`src/rtl/alu_arbiter_if.sv`:
```
// Request/response bundle between two issuing requesters, the arbiter and the response consumer.
// Latency: pure wiring, no storage.
// Backpressure: reqX_ready gates each request; resp_ready holds the response in place.
interface alu_arbiter_if #(
    parameter int DATA_W = 8,
    parameter int OP_W   = 4
);
    logic              req0_valid;
    logic              req0_ready;
    logic [DATA_W-1:0] req0_rs1;
    logic [DATA_W-1:0] req0_rs2;
    logic [OP_W-1:0]   req0_op;

    logic              req1_valid;
    logic              req1_ready;
    logic [DATA_W-1:0] req1_rs1;
    logic [DATA_W-1:0] req1_rs2;
    logic [OP_W-1:0]   req1_op;

    logic              resp_valid;
    logic              resp_ready;
    logic              resp_id;
    logic [DATA_W-1:0] resp_out;
    logic              resp_carry;
    logic              resp_err;

    // Requester/consumer side: drives requests, accepts responses.
    modport master (
        output req0_valid, req0_rs1, req0_rs2, req0_op,
        output req1_valid, req1_rs1, req1_rs2, req1_op,
        output resp_ready,
        input  req0_ready, req1_ready,
        input  resp_valid, resp_id, resp_out, resp_carry, resp_err
    );

    // Arbiter side: accepts requests, produces responses.
    modport slave (
        input  req0_valid, req0_rs1, req0_rs2, req0_op,
        input  req1_valid, req1_rs1, req1_rs2, req1_op,
        input  resp_ready,
        output req0_ready, req1_ready,
        output resp_valid, resp_id, resp_out, resp_carry, resp_err
    );
endinterface

```
`src/rtl/alu_arbiter.sv`:
```
// Round-robin share of one combinational 8-bit ALU between two requesters, with error flagging.
// Latency: accept in IDLE, one EXEC cycle, response valid two cycles after the accept edge.
// Backpressure: response held until resp_ready; no new grant while an operation is in flight.
module alu_arbiter #(
    parameter int               DATA_W      = 8,
    parameter int               OP_W        = 4,
    parameter logic [DATA_W-1:0] DIV0_RESULT = 8'hFF,
    parameter int               CNT_W       = 16
) (
    input  logic              clk,
    input  logic              rst,
    alu_arbiter_if.slave      bus,
    output logic [DATA_W-1:0] alu_rs1_o,
    output logic [DATA_W-1:0] alu_rs2_o,
    output logic [OP_W-1:0]   alu_opcode_o,
    input  logic [DATA_W-1:0] alu_out_i,
    input  logic              alu_carry_i,
    output logic              busy_o,
    output logic [CNT_W-1:0]  op_count_o
);
    typedef enum logic [1:0] {ST_IDLE, ST_EXEC, ST_RESP} state_t;

    localparam logic [OP_W-1:0] OP_DIV    = 4'b1001;
    localparam logic [OP_W-1:0] OP_ILL_LO = 4'b1010;

    state_t            state_q, state_d;
    logic              rr_ptr_q, rr_ptr_d;
    logic [DATA_W-1:0] alu_rs1_q, alu_rs1_d;
    logic [DATA_W-1:0] alu_rs2_q, alu_rs2_d;
    logic [OP_W-1:0]   alu_op_q, alu_op_d;
    logic              resp_id_q, resp_id_d;
    logic [DATA_W-1:0] resp_out_q, resp_out_d;
    logic              resp_carry_q, resp_carry_d;
    logic              resp_err_q, resp_err_d;
    logic [CNT_W-1:0]  op_count_q, op_count_d;
    logic              grant0, grant1;

    // Next-state, grant and datapath capture; every register holds unless its state acts on it.
    always_comb begin
        state_d      = state_q;
        rr_ptr_d     = rr_ptr_q;
        alu_rs1_d    = alu_rs1_q;
        alu_rs2_d    = alu_rs2_q;
        alu_op_d     = alu_op_q;
        resp_id_d    = resp_id_q;
        resp_out_d   = resp_out_q;
        resp_carry_d = resp_carry_q;
        resp_err_d   = resp_err_q;
        op_count_d   = op_count_q;
        grant0       = 1'b0;
        grant1       = 1'b0;
        case (state_q)
            ST_IDLE: begin
                // rr_ptr only breaks ties; a lone valid requester always wins.
                grant0 = bus.req0_valid && (!bus.req1_valid || !rr_ptr_q);
                grant1 = bus.req1_valid && (!bus.req0_valid ||  rr_ptr_q);
                if (grant0) begin
                    alu_rs1_d = bus.req0_rs1;
                    alu_rs2_d = bus.req0_rs2;
                    alu_op_d  = bus.req0_op;
                    resp_id_d = 1'b0;
                    state_d   = ST_EXEC;
                end else if (grant1) begin
                    alu_rs1_d = bus.req1_rs1;
                    alu_rs2_d = bus.req1_rs2;
                    alu_op_d  = bus.req1_op;
                    resp_id_d = 1'b1;
                    state_d   = ST_EXEC;
                end
            end
            ST_EXEC: begin
                // Error cases override whatever the ALU produced for those opcodes.
                if (alu_op_q == OP_DIV && alu_rs2_q == '0) begin
                    resp_out_d   = DIV0_RESULT;
                    resp_carry_d = 1'b0;
                    resp_err_d   = 1'b1;
                end else if (alu_op_q >= OP_ILL_LO) begin
                    resp_out_d   = '0;
                    resp_carry_d = 1'b0;
                    resp_err_d   = 1'b1;
                end else begin
                    resp_out_d   = alu_out_i;
                    resp_carry_d = alu_carry_i;
                    resp_err_d   = 1'b0;
                end
                state_d = ST_RESP;
            end
            ST_RESP: begin
                if (bus.resp_ready) begin
                    rr_ptr_d = ~resp_id_q;
                    if (op_count_q != '1) begin
                        op_count_d = op_count_q + CNT_W'(1);
                    end
                    state_d = ST_IDLE;
                end
            end
            default: state_d = ST_IDLE;
        endcase
    end

    // State and datapath registers; synchronous reset drops any in-flight operation.
    always_ff @(posedge clk) begin
        if (rst) begin
            state_q      <= ST_IDLE;
            rr_ptr_q     <= 1'b0;
            alu_rs1_q    <= '0;
            alu_rs2_q    <= '0;
            alu_op_q     <= '0;
            resp_id_q    <= 1'b0;
            resp_out_q   <= '0;
            resp_carry_q <= 1'b0;
            resp_err_q   <= 1'b0;
            op_count_q   <= '0;
        end else begin
            state_q      <= state_d;
            rr_ptr_q     <= rr_ptr_d;
            alu_rs1_q    <= alu_rs1_d;
            alu_rs2_q    <= alu_rs2_d;
            alu_op_q     <= alu_op_d;
            resp_id_q    <= resp_id_d;
            resp_out_q   <= resp_out_d;
            resp_carry_q <= resp_carry_d;
            resp_err_q   <= resp_err_d;
            op_count_q   <= op_count_d;
        end
    end

    assign bus.req0_ready = grant0;
    assign bus.req1_ready = grant1;
    assign bus.resp_valid = (state_q == ST_RESP);
    assign bus.resp_id    = resp_id_q;
    assign bus.resp_out   = resp_out_q;
    assign bus.resp_carry = resp_carry_q;
    assign bus.resp_err   = resp_err_q;
    assign alu_rs1_o      = alu_rs1_q;
    assign alu_rs2_o      = alu_rs2_q;
    assign alu_opcode_o   = alu_op_q;
    assign busy_o         = (state_q != ST_IDLE);
    assign op_count_o     = op_count_q;
endmodule

```
`src/flat_wrapper.sv`:
```
// flat-port wrapper written by rule: the top's interface ports become plain ports
module alu_arbiter_flat 
#(
    parameter int               DATA_W      = 8,
    parameter int               OP_W        = 4,
    parameter logic [DATA_W-1:0] DIV0_RESULT = 8'hFF,
    parameter int               CNT_W       = 16
)
  (clk, rst, alu_rs1_o, alu_rs2_o, alu_opcode_o, alu_out_i, alu_carry_i, busy_o, op_count_o, bus_req0_valid, bus_req0_rs1, bus_req0_rs2, bus_req0_op, bus_req1_valid, bus_req1_rs1, bus_req1_rs2, bus_req1_op, bus_resp_ready, bus_req0_ready, bus_req1_ready, bus_resp_valid, bus_resp_id, bus_resp_out, bus_resp_carry, bus_resp_err);
  alu_arbiter_if #(.DATA_W(DATA_W), .OP_W(OP_W)) bus_i ();
  input  logic clk;
  input  logic rst;
  output logic [DATA_W-1:0] alu_rs1_o;
  output logic [DATA_W-1:0] alu_rs2_o;
  output logic [OP_W-1:0] alu_opcode_o;
  input  logic [DATA_W-1:0] alu_out_i;
  input  logic alu_carry_i;
  output logic busy_o;
  output logic [CNT_W-1:0] op_count_o;
  input wire logic [$bits(bus_i.req0_valid)-1:0] bus_req0_valid;
  input wire logic [$bits(bus_i.req0_rs1)-1:0] bus_req0_rs1;
  input wire logic [$bits(bus_i.req0_rs2)-1:0] bus_req0_rs2;
  input wire logic [$bits(bus_i.req0_op)-1:0] bus_req0_op;
  input wire logic [$bits(bus_i.req1_valid)-1:0] bus_req1_valid;
  input wire logic [$bits(bus_i.req1_rs1)-1:0] bus_req1_rs1;
  input wire logic [$bits(bus_i.req1_rs2)-1:0] bus_req1_rs2;
  input wire logic [$bits(bus_i.req1_op)-1:0] bus_req1_op;
  input wire logic [$bits(bus_i.resp_ready)-1:0] bus_resp_ready;
  output wire logic [$bits(bus_i.req0_ready)-1:0] bus_req0_ready;
  output wire logic [$bits(bus_i.req1_ready)-1:0] bus_req1_ready;
  output wire logic [$bits(bus_i.resp_valid)-1:0] bus_resp_valid;
  output wire logic [$bits(bus_i.resp_id)-1:0] bus_resp_id;
  output wire logic [$bits(bus_i.resp_out)-1:0] bus_resp_out;
  output wire logic [$bits(bus_i.resp_carry)-1:0] bus_resp_carry;
  output wire logic [$bits(bus_i.resp_err)-1:0] bus_resp_err;
  assign bus_i.req0_valid = bus_req0_valid;
  assign bus_i.req0_rs1 = bus_req0_rs1;
  assign bus_i.req0_rs2 = bus_req0_rs2;
  assign bus_i.req0_op = bus_req0_op;
  assign bus_i.req1_valid = bus_req1_valid;
  assign bus_i.req1_rs1 = bus_req1_rs1;
  assign bus_i.req1_rs2 = bus_req1_rs2;
  assign bus_i.req1_op = bus_req1_op;
  assign bus_i.resp_ready = bus_resp_ready;
  assign bus_req0_ready = bus_i.req0_ready;
  assign bus_req1_ready = bus_i.req1_ready;
  assign bus_resp_valid = bus_i.resp_valid;
  assign bus_resp_id = bus_i.resp_id;
  assign bus_resp_out = bus_i.resp_out;
  assign bus_resp_carry = bus_i.resp_carry;
  assign bus_resp_err = bus_i.resp_err;
  alu_arbiter #(.DATA_W(DATA_W), .OP_W(OP_W), .DIV0_RESULT(DIV0_RESULT), .CNT_W(CNT_W)) u_core (.clk(clk), .rst(rst), .bus(bus_i), .alu_rs1_o(alu_rs1_o), .alu_rs2_o(alu_rs2_o), .alu_opcode_o(alu_opcode_o), .alu_out_i(alu_out_i), .alu_carry_i(alu_carry_i), .busy_o(busy_o), .op_count_o(op_count_o));
endmodule
```
`config.mk`:
```
export PLATFORM = sky130hd
export DESIGN_NAME = alu_arbiter_flat
export DESIGN_NICKNAME = d
export VERILOG_FILES = /design/src/rtl/alu_arbiter_if.sv /design/src/rtl/alu_arbiter.sv /design/src/flat_wrapper.sv
export SDC_FILE = /design/constraint.sdc
export NUM_CORES = 1
export LEC_CHECK = 0
export ABC_CLOCK_PERIOD_IN_PS = 2100
export CELL_PAD_IN_SITES_DETAIL_PLACEMENT = 1
export CELL_PAD_IN_SITES_GLOBAL_PLACEMENT = 1
export CORE_ASPECT_RATIO = 0.9
export CORE_UTILIZATION = 30
export CTS_BUF_LIST = sky130_fd_sc_hd__clkbuf_2
export DETAILED_ROUTE_END_ITERATION = 7
export PLACE_DENSITY = 0.89
export SLEW_MARGIN = 20
export SYNTH_ARGS = -nofsm -noshare
export SYNTH_HDL_FRONTEND = slang
export SYNTH_SLANG_ARGS = --single-unit
export TNS_END_PERCENT = 5
```
`constraint.sdc`:
```
create_clock -name clk -period 2.1 [get_ports clk]
set_input_delay 0.315 -clock clk [delete_from_list [all_inputs] [get_ports clk]]
set_output_delay 0.315 -clock clk [all_outputs]
set_load 0.02 [all_outputs]
```
==> run metrics, run 1 <==
Via density about 5.2; area grow syn2layout 55.7%; Sink Count 50; first-pass GRT wire length 11700 µm; Starting DRT DRC Count 27; Placed Instance Area 0.00345 mm²; clock skew 24.8 ps; Die Y 84.1 µm; GR Util All Layers 18.8%; P per Cell Area 587 mW/mm²; CTS Buffer Depth 2; Slew Limit Fails 0; Crit Path Max Fanout 7; Post-Synthesis Net Count 308; htree depth 2; Slew headroom 35.0%; Ports 105; Clock Latency Late Sink approximately 430 ps; crit path max-delay cell type or4_1; Yosys top cell by area dfxtp_1; Final setup viols 0; warning count from the yosys run 0; critical path required time approximately 2500 ps; commonest non-fill, non-tap cell in the layout clkdlybuf4s50_1; CP arrival between 2000 and 2500 ps; clk slew on worst S/H paths 250 ps; class of the worst hold path in2reg; drt pass-1 iters 4; die width 93.2 µm; WL/cell approximately 15 µm; Final min period 1940 ps; layout net count 416; Final Cycle Share about 92%; EDFF count, synth 0; Die ar. 0.00784 mm²; type of origin of the critical path register; CTS tree yes; register share of total power 52.5%; Least-Margin Pin Slew 970 ps; setup tns final 0 ps; leakage 1.30 nW; RSZ-0062 raised after global routing no; Worst path max stage delay 620 ps; crit-path cells nand2_1 -> or4_1 -> or4_1 -> a21oi_1; Psw 642 µW; Yosys cell types 35; mapped cell area 0.00225 mm²; syn_area_per_cell 8.88 µm²; gpl congestion about 0.8; port bufs roughly 100; sw frac 31.3%; Int Power between 1 and 1.5 mW; number of global-route vias before repair 2458; most frequent cells in the layout 100 x clkdlybuf4s50_1, 46 x dfxtp_1, 34 x nor2_1, 30 x a211oi_1, 21 x mux2i_1; critical path class reg2reg; clock root buffer clkbuf_2; Core Rows 29; Gate power share 29.3%; cell mode on critical path or4_1; Hold-fix buffers, CTS 0; Syn Inst Count 253; count of final hold-check violations 0; top-area cell type share of the netlist area 44.6%; DRC errors left 0; Async S/R FF share, synth 0%; Clock Power Share 18.2%; outcome finished, final reports clean; diodes inserted 0; initial core utilization 31.4%; fin util 48.9%; Via Count 2352; max_cap viols 0; CTS buffer count 5; worst hold margin between 300 and 400 ps; final instance area 0.00350 mm²; Area contributors post-synth dfxtp_1 45%, a211oi_1 10%, mux2i_1 9.4%; Seq/Total Area, Yosys 44.6%; f_max about 0.52 GHz; GR Overflow Total 0; Post-DRT Antenna Nets 0; detailed placement HPWL 5340 µm; Setup crit end kind register; Seq cells post-synth 50; top_reg_cell synth dfxtp_1; largest net degree at the start of global routing 31; layout cells sized above 1 approximately 8.3%; DRT Wirelength between 6000 and 7000 µm; antenna violations before repair 0; Max IR drop VDD 0.242 mV; core area 0.00715 mm²
## worst paths after layout
path,startpoint,to,slack (ps),depth (start not counted)
setup reg to reg,u_core.op_count_o[1],u_core.op_count_o[15],160,4
setup / recovery,u_core.op_count_o[1],u_core.op_count_o[15],160,4
hold reg to reg,u_core.bus.resp_id,u_core.rr_ptr_q,490,1
hold / removal,rst,u_core.op_count_o[4],320,2
## area by class of cell
cell class              count  area [µm²]
multi-input cells         183        1170
fillers                   827        3650
clock buffers               5        25.0
well taps                  93         116
inverters                   3        11.3
repair buffers            118        1150
clock inverters             2        10.0
flip-flops and latches     50        1010
## cell families after synthesis
| kind of cell | synth area share [%] |
|---|---|
| AND/OR/NAND/NOR | 22.4 |
| multiplexers | 9.36 |
| flip-flops | 44.6 |
| AO/OA/AOI/OAI | 19.7 |
| adder cells (fa/ha/maj) | 0.557 |
| buffers and inverters | 3.45 |
## registers in the layout, summed over array words and instances, names as in the netlist
signal and count:
u_core.bus.resp_out 8, u_core.alu_rs2_o 8, u_core.bus.resp_id 1, u_core.alu_rs1_o 8, u_core.bus.resp_carry 1, u_core.rr_ptr_q 1, u_core.state_q 2, u_core.bus.resp_err 1
u_core.op_count_o 16, u_core.alu_opcode_o 4
## cells in the mapped netlist, types with 2 or more instances
master	number
nand2_1	13
nand4_1	5
nor4_1	2
nor4b_1	2
nand2b_1	5
o31ai_1	9
or4_1	10
a21oi_1	16
or3_1	7
nor3_1	2
nor2b_1	2
nand3_1	5
dfxtp_1	50
mux2i_1	21
buf_1	5
buf_2	2
a211oi_1	30
nor2_1	35
inv_1	3
o21ai_0	5
clkbuf_1	10
## critical path, delay by kind of cell (launching register included)
kind | cells | cell delay, ps
flip-flops | 1 | 470
AO/OA/AOI/OAI | 1 | 170
AND/OR/NAND/NOR | 3 | 1240
## stage by stage
| step | setup slack [ps] | std cells | power [mW] |
|---|---|---|---|
| 6_report | 164 | 454 | 2.05 |
| 3_5_place_dp | -280 | 447 | 1.71 |
| 3_3_place_gp | -159 | 447 | 1.69 |
| 4_1_cts | 15.0 | 454 | 2.09 |
| 5_1_grt | 12.4 | 454 | 2.19 |
| 2_1_floorplan | 159 | 253 | 1.38 |
## per-layer routing
| metal | track usage, % | routed length, µm | up-vias |
|---|---|---|---|
| met3 | 6.01 | 458 | 8 |
| met4 | 5.03 | 68 | 0 |
| met1 | 21.8 | 2790 | 1108 |
| met2 | 33.2 | 3410 | 74 |
| li1 | - | - | 1162 |
| met5 | 0 | 0 | - |
## power groups by stage
stage	sequential, mW	combinational [mW]	clock [mW]
after floorplan	1.17	0.210	0
after global placement	1.09	0.598	0
after detailed placement	1.10	0.611	0
after CTS	1.08	0.611	0.399
after global routing	1.09	0.658	0.439
final	1.08	0.601	0.372
## timing repair
item | CTS | global route
setup endpoints to repair | 3 | 7
hold endpoints to repair | 0 | 0
gates resized for setup | 4 | 4
setup buffers | 0 | 0
pin swaps | 0 | 0
cloned | 0 | 0
No activity file was read; power rests on OpenSTA's default activity.
==> run 2: changes to the inputs <==
CELL_PAD_IN_SITES_DETAIL_PLACEMENT = unset   (was 1)
CELL_PAD_IN_SITES_GLOBAL_PLACEMENT = unset   (was 1)
CORE_UTILIZATION = 42   (was 30)
CTS_CLUSTER_SIZE = 40   (was unset)
HOLD_SLACK_MARGIN = 0.1   (was unset)
==> run 2 against run 1 <==
  * Hold slack better by 4.0 ps
  * Fmax is 1.7% lower
  * Register-to-register slack worse by 20 ps
  * Routed wire length is 11% lower
  * Total power is 6.9% higher
==> run metrics, run 2 (synthesis gave the netlist of run 1 again) <==
htree depth 2; Least-Margin Pin Slew 943 ps; commonest non-fill, non-tap cell in the layout clkdlybuf4s50_1; count of final hold-check violations 0; non-filler cells, final 426; class of the worst hold path in2reg; Ports 105; DRT Wirelength 6020 µm; top sig layer met4; worst hold margin approximately 320 ps; RSZ-0062 raised after global routing no; Gate power share 27.3%; largest net degree at the start of global routing 42; drt pass-1 iters 4; Starting DRT DRC Count 159; CP arrival between 1500 and 2000 ps; Seq. cell area 0.00100 mm²; worst path bufs/invs 2; CTS tree yes; core area 0.00498 mm²; Setup WS pre-CTS -216 ps; Worst path max stage delay 540 ps; Clock Power Share between 20% and 30%; first-pass GRT wire length 9680 µm; Clock Latency Late Sink 440 ps; clock root buffer clkbuf_2; max_cap viols 0; Sink Count 50; CTS Buffer Depth 2; type of origin of the critical path register; Fillers 404; Setup crit end kind primary output; Post-DRT Antenna Nets 0; Largest register FFs 16; GR Overflow Total 0; Final min period 1970 ps; initial core utilization 45.1%; Core Rows 24; Psw 650 µW; final instance area 0.00348 mm²; Final setup viols 0; leakage 1.30 nW; critical path required time 1780 ps; Worst path top cell family by delay buffers and inverters; CTS buffer count 5; Via Count 2340; clock skew 46.0 ps; Crit Path Max Fanout 6; sw frac 29.7%; met3 WL 623 µm; Hold-fix buffers, CTS 0; f_max around 0.51 GHz; P per Cell Area 630 mW/mm²; critical path class reg2out; WL/cell 14.1 µm; Die Y 71.4 µm; M1 WL about 2500 µm; fin worst setup slack ~130 ps; GR Util All Layers 22.0%; most frequent cells in the layout 100 x clkdlybuf4s50_1, 49 x dfxtp_1, 35 x nor2_1, 30 x a211oi_1, 21 x mux2i_1; layout net count between 400 and 500; DRC errors left 0; die width 79.1 µm; layout cells sized above 1 7.20%; crit-path cells nor2_1 -> inv_1 -> clkdlybuf4s50_1; overall power 2.19 mW; Die ar. 0.00564 mm²; antenna violations before repair 0; clk slew on worst S/H paths 290 ps; diodes inserted 0; Max IR drop VDD 0.357 mV; number of global-route vias before repair 2167; area grow syn2layout 54.9%; Via density between 5 and 6; outcome finished, final reports clean; Int Power ~1.5 mW; DR WL met2 2850 µm; port bufs 104; register share of total power between 40 and 50%; area of the multi-input gates 0.00117 mm²; crit path max-delay cell type clkdlybuf4s50_1; Final Cycle Share between 90 and 100%; detailed placement HPWL ~4600 µm; Placed Instance Area 0.00341 mm²; gpl congestion about 0.8; Slew Limit Fails 0; DP Cell Count 418; Slew headroom a little under two fifths
==> run 2: what timing repair did <==
| action | 4_1_cts | 5_1_grt |
|---|---|---|
| endpoints found under the setup margin | 3 | 1 |
| setup buffers | 0 | 0 |
| gates resized for setup | 3 | 1 |
==> run 2: path summary, 6_finish.rpt <==
path                                      startpoint                    end  slack, ps  depth (start not counted)
worst max-delay path               u_core.state_q[1]                 busy_o        130                          3
worst max register to register  u_core.op_count_o[2]  u_core.op_count_o[11]        140                          4
worst min-delay path                             rst   u_core.op_count_o[0]        320                          2
worst min register to register    u_core.bus.resp_id        u_core.rr_ptr_q        440                          1
==> run 2: power by group through the flow <==
stage | sequential, mW | clock (mW) | combinational, mW
finish | 1.08 | 0.516 | 0.597
global route | 1.09 | 0.561 | 0.645
CTS | 1.08 | 0.527 | 0.604
detailed placement | 1.10 | 0 | 0.604
global placement | 1.09 | 0 | 0.592
floorplan | 1.17 | 0 | 0.210
==> run 2: area by class of cell <==
class                   instances  area share [%]
multi-input cells             183            33.7
repair buffers                117            32.9
flip-flops and latches         50            28.8
well taps                      65            2.34
clock inverters                 2            1.08
clock buffers                   6           0.863
inverters                       3           0.324
==> run 2: metrics by stage <==
step	util, %	setup TNS [ps]
floorplan	-	0
global placement	68.4	-696
detailed placement	68.4	-1020
CTS	69.8	0
global route	69.8	0
finish	69.8	0
==> run 2: layer usage <==
metal	vias to the layer above	track usage (%)
met5	-	0
met4	0	6.87
met3	8	9.30
met2	97	36.7
met1	1082	25.5
li1	1153	-
